==> src/rtl/apb_rambus_bridge.sv <==
// APB3 completer that converts fabric APB transfers into RamBus cycles for
// the DM main-ports register file, returning prdata, pready and pslverr.
// Optional macro RAMBUS_TIMEOUT_EN: abort a WAIT that sees no ack within
// TIMEOUT_CYCLES cycles, flag pslverr and count the aborts.
module apb_rambus_bridge #(
    parameter int ADDR_WIDTH = 14,
    parameter int DATA_WIDTH = 32,
    parameter int TIMEOUT_CYCLES = 255,
    parameter logic [DATA_WIDTH-1:0] ERR_READ_DATA = 32'hDEADBEEF
) (
    input  logic                  clk,
    input  logic                  rst,
    input  logic                  psel,
    input  logic                  penable,
    input  logic                  pwrite,
    input  logic [ADDR_WIDTH-1:0] paddr,
    input  logic [DATA_WIDTH-1:0] pwdata,
    output logic [DATA_WIDTH-1:0] prdata,
    output logic                  pready,
    output logic                  pslverr,
    output logic [ADDR_WIDTH-1:0] rb_address,
    output logic [DATA_WIDTH-1:0] rb_data_out,
    input  logic [DATA_WIDTH-1:0] rb_data_in,
    output logic                  rb_ncs,
    output logic                  rb_wrnrd,
    output logic                  rb_latch,
    input  logic                  rb_ack,
    output logic                  busy,
    output logic [7:0]            timeout_count
);

    typedef enum logic [1:0] {IDLE, STROBE, WAIT, DONE} state_t;

    state_t state;
    state_t state_next;
    logic   setup_seen;
    logic   ack_hit;
    logic   abort_hit;

    assign setup_seen = (state == IDLE) && psel && !penable;
    assign ack_hit    = (state == WAIT) && rb_ack;

`ifdef RAMBUS_TIMEOUT_EN
    localparam logic [7:0] WAIT_LAST = 8'(TIMEOUT_CYCLES - 1);

    logic [7:0] wait_count;
    logic       err_flag;

    // ack wins over a timeout that expires in the same cycle
    assign abort_hit = (state == WAIT) && !rb_ack && (wait_count == WAIT_LAST);

    // WAIT cycle counter, abort flag for the current transfer, abort tally
    always_ff @(posedge clk or posedge rst) begin
        if (rst) begin
            wait_count    <= 8'h00;
            err_flag      <= 1'b0;
            timeout_count <= 8'h00;
        end else begin
            if (state == STROBE)
                wait_count <= 8'h00;
            else if (state == WAIT)
                wait_count <= wait_count + 8'h01;
            if (setup_seen)
                err_flag <= 1'b0;
            else if (abort_hit)
                err_flag <= 1'b1;
            if (abort_hit && (timeout_count != 8'hFF))
                timeout_count <= timeout_count + 8'h01;
        end
    end

    assign pslverr = pready && err_flag;
`else
    logic unused_params;

    assign abort_hit     = 1'b0;
    assign pslverr       = 1'b0;
    assign timeout_count = 8'h00;
    assign unused_params = ^{8'(TIMEOUT_CYCLES), ERR_READ_DATA};
`endif

    // State register
    always_ff @(posedge clk or posedge rst) begin
        if (rst)
            state <= IDLE;
        else
            state <= state_next;
    end

    // Next-state logic; DONE always returns to IDLE even if APB went away
    always_comb begin
        state_next = state;
        case (state)
            IDLE:    if (setup_seen) state_next = STROBE;
            STROBE:  state_next = WAIT;
            WAIT:    if (ack_hit || abort_hit) state_next = DONE;
            DONE:    state_next = IDLE;
            default: state_next = IDLE;
        endcase
    end

    // Transfer capture at setup, held stable until the next setup
    always_ff @(posedge clk or posedge rst) begin
        if (rst) begin
            rb_address  <= '0;
            rb_data_out <= '0;
            rb_wrnrd    <= 1'b0;
        end else if (setup_seen) begin
            rb_address  <= paddr;
            rb_data_out <= pwdata;
            rb_wrnrd    <= pwrite;
        end
    end

    // Read data capture; writes leave prdata untouched
    always_ff @(posedge clk or posedge rst) begin
        if (rst)
            prdata <= '0;
        else if (ack_hit && !rb_wrnrd)
            prdata <= rb_data_in;
        else if (abort_hit && !rb_wrnrd)
            prdata <= ERR_READ_DATA;
    end

    assign rb_ncs   = !((state == STROBE) || (state == WAIT));
    assign rb_latch = (state == STROBE);
    assign busy     = (state != IDLE);
    assign pready   = (state == DONE) && psel && penable;

endmodule

==> config.mk <==
export PLATFORM = sky130hd
export DESIGN_NAME = apb_rambus_bridge
export DESIGN_NICKNAME = d
export VERILOG_FILES = /design/src/rtl/apb_rambus_bridge.sv
export SDC_FILE = /design/constraint.sdc
export NUM_CORES = 1
export LEC_CHECK = 0
export CORE_ASPECT_RATIO = 1.25
export CORE_MARGIN = 4
export CORE_UTILIZATION = 39
export DETAILED_ROUTE_END_ITERATION = 10
export GPL_ROUTABILITY_DRIVEN = 0
export HOLD_SLACK_MARGIN = 0.03
export PLACE_DENSITY = 0.83
export SETUP_SLACK_MARGIN = 0.3
export SLEW_MARGIN = 20
export SYNTH_ARGS = -nofsm -noshare
export SYNTH_HDL_FRONTEND = slang
export SYNTH_SLANG_ARGS = --single-unit
==> constraint.sdc <==
create_clock -name clk -period 4.99 [get_ports clk]
set_clock_uncertainty 0.05 [all_clocks]
set_input_delay 1.497 -clock clk [delete_from_list [all_inputs] [get_ports clk]]
set_output_delay 1.497 -clock clk [all_outputs]
set_load 0.005 [all_outputs]
==> results.md <==
* Synth Area per Inst at 16.9 um^2
* Worst Setup Start Kind: primary input
* Via density at 4.63
* CTS tree: done
* Detailed placement HPWL at 6.07 mm
* Synthesized cell area at 3300 um^2
* Total Power at 3.09 mW
* Clock tree buffer depth at 2
* Most frequent cell after synthesis: dfrtp_1
* Setup TNS at 0 ps
* RSZ-0062 raised after global routing: false
* Period minus WS final at 4210 ps
* Most area-consuming cells after synthesis: dfrtp_1 61%, mux2_2 17%, mux2_4 14%
* DRT antenna net count at 0
* Outcome: completed
* Ratio of cells with drive above 1 in the final layout at 27.2%
* DRT iter0 DRCs at 51
* Final Setup Violations at 0
* Period utilisation layout at 84.5%
* Multi-input combinational cell area at 1150 um^2
* CTS clk-pin slew, worst paths at 70 ps
* Hold Path Class: register to register
* Via count at 2166
* WP buf/inv at 2
* Vias in the first global route at 2446
* Asr flop ratio synth at 100%
* Total gr overflow at 0
* # fillers at 640
* Later-pin clock latency in the skew report at 330 ps
* CP delay by family, top: buffers and inverters
* Starting Density at 40.0%
* Post-Layout Cell Count at 468
* Gr usage total at 16.2%
* CTS H-tree lvls at 3
* Hold WS at 459 ps
* Setup WS pre-CTS at 767 ps
* R2R Setup Slk at 2630 ps
* Number of synthesized flops with an enable pin at 0
* Yosys warns at 0
* # DRC at 0
* Routed WL per cell at 17.0 um
* Final Hold Vio Count at 0
* CP required at 3440 ps
* Hold Buf Count CTS at 0
* Final WS setup at 775 ps
* Critical Path Max Stage Delay at 510 ps
* Max_cap viols at 0
* CORE AREA at 8240 um^2
* Die extent in y at 111 um
* Crit Path Category: primary input to output pin
* FP Rows at 37
* Post-Route WL at 7.95 mm
* Largest net degree at the start of global routing at 49
* Max FO, Critical Path at 2
* CP cell instances: clkdlybuf4s50_1 > and3_1 > clkdlybuf4s50_1
* Initial DRT Pass Iterations at 4
* Resized Gates After CTS at 0
* PwrDens at 592 nW/um^2
* Nets at 455
* Critical path data arrival time at 2670 ps
* I/O pin count at 176
* Peak supply drop at 0.327 mV
* Peak Freq at 237 MHz
* Dominant cell type by area after synthesis: dfrtp_1
* Postcts setup bufs at 0
* Clock Tree Root: clkbuf_8
* Number of buffers created by CTS at 9
* Actual slew at the worst max-slew pin at 825 ps
* Number of synthesized register bits at 81
* First-pass GRT wire length at 12.7 mm
* Post-Place Cells at 453
* Die area at 10000 um^2
* Max-slew violations at 0
* Sequential-to-total area share from yosys stat at 61.5%
* Die span in x at 90.3 um
* Sequential Area at 2030 um^2
* Initial antenna violation count at 0
* Count of cell types in the netlist at 18
* Syn Inst Count at 195
* Synth top area share at 61.5%
* Highest-delay cell along the critical path: clkdlybuf4s50_1
* IO Port Bufs at 166
* Layout area overhead at 58.2%
* Crit end category: output pin
* Leakage Power at 2.34 nW
* Cell mode on critical path: clkdlybuf4s50_1
* Most instantiated cells after synthesis: 81 x dfrtp_1, 49 x mux2_2, 30 x mux2_4
* Max-slew headroom at 45.0%
* Clock sink count at 81
* Top FF cell, synth: dfrtp_1
* Diodes inserted at 0
## metrics by stage
stage	util [%]	area [um^2]
4_1_cts	63.3	5220
6_report	63.3	5220
5_1_grt	63.3	5220
3_5_place_dp	60.8	5010
3_3_place_gp	60.8	5010
2_1_floorplan	-	3330
## cell families after synthesis
family	share of synthesized area, %
AO/OA/AOI/OAI	0.417
multiplexers	30.7
adder cells (fa/ha/maj)	1.52
flip-flops	61.5
buffers and inverters	4.59
other	0.114
AND/OR/NAND/NOR	1.21
## power by group
group	switching, mW	internal [mW]
clock network	0.227	0.279
registers	0.179	0.993
logic	0.397	1.01
## worst paths after layout
path                                         from                          to  cells past startpoint
min in group asynchronous                     rst       prdata[5]$_DFFE_PP0P_                      2
hold / removal             prdata[22]$_DFFE_PP0P_      prdata[22]$_DFFE_PP0P_                      1
setup reg to reg             state[0]$_DFFE_PP0P_  rb_address[11]$_DFFE_PP0P_                      6
setup / recovery                             psel                      pready                      3
hold reg to reg            prdata[22]$_DFFE_PP0P_      prdata[22]$_DFFE_PP0P_                      1
max in group asynchronous                     rst  rb_data_out[6]$_DFFE_PP0P_                      3
## cell usage in the layout, fill, tap and decap left out
cell type        instances
a21oi_1                  1
and3_1                   1
buf_4                    4
bufinv_16                2
clkbuf_1                 1
clkbuf_8                 9
clkdlybuf4s50_1        166
clkinv_2                 2
clkinv_4                 1
clkinvlp_4               1
conb_1                   9
dfrtp_1                 81
ha_1                     4
inv_1                    3
inv_2                    1
mux2_2                  49
mux2_4                  30
mux2i_1                  1
nand2b_4                 1
nand3b_1                 1
nor2b_1                  1
o22a_1                   1
or2_2                    1
## metal layers
layer | wire length [um] | global-route usage [%]
met4 | 76 | 4.70
met5 | 0 | 0
met1 | 3000 | 17.1
met3 | 643 | 6.65
met2 | 4230 | 29.3
## cell type report
cell class	instances	area share (%)
Inverter	5	0.384
Tap cell	97	2.33
Clock inverter	5	1.56
Timing Repair Buffer	170	32.4
Sequential cell	81	38.8
Multi-Input combinational cell	100	22.0
Clock buffer	10	2.45
## flip-flops by register name, indices dropped and copies added, names as in the netlist
register     cells
prdata          32
rb_data_out     32
rb_address      14
state            2
rb_wrnrd         1
Note: power is estimated with default switching activity, not from simulation.
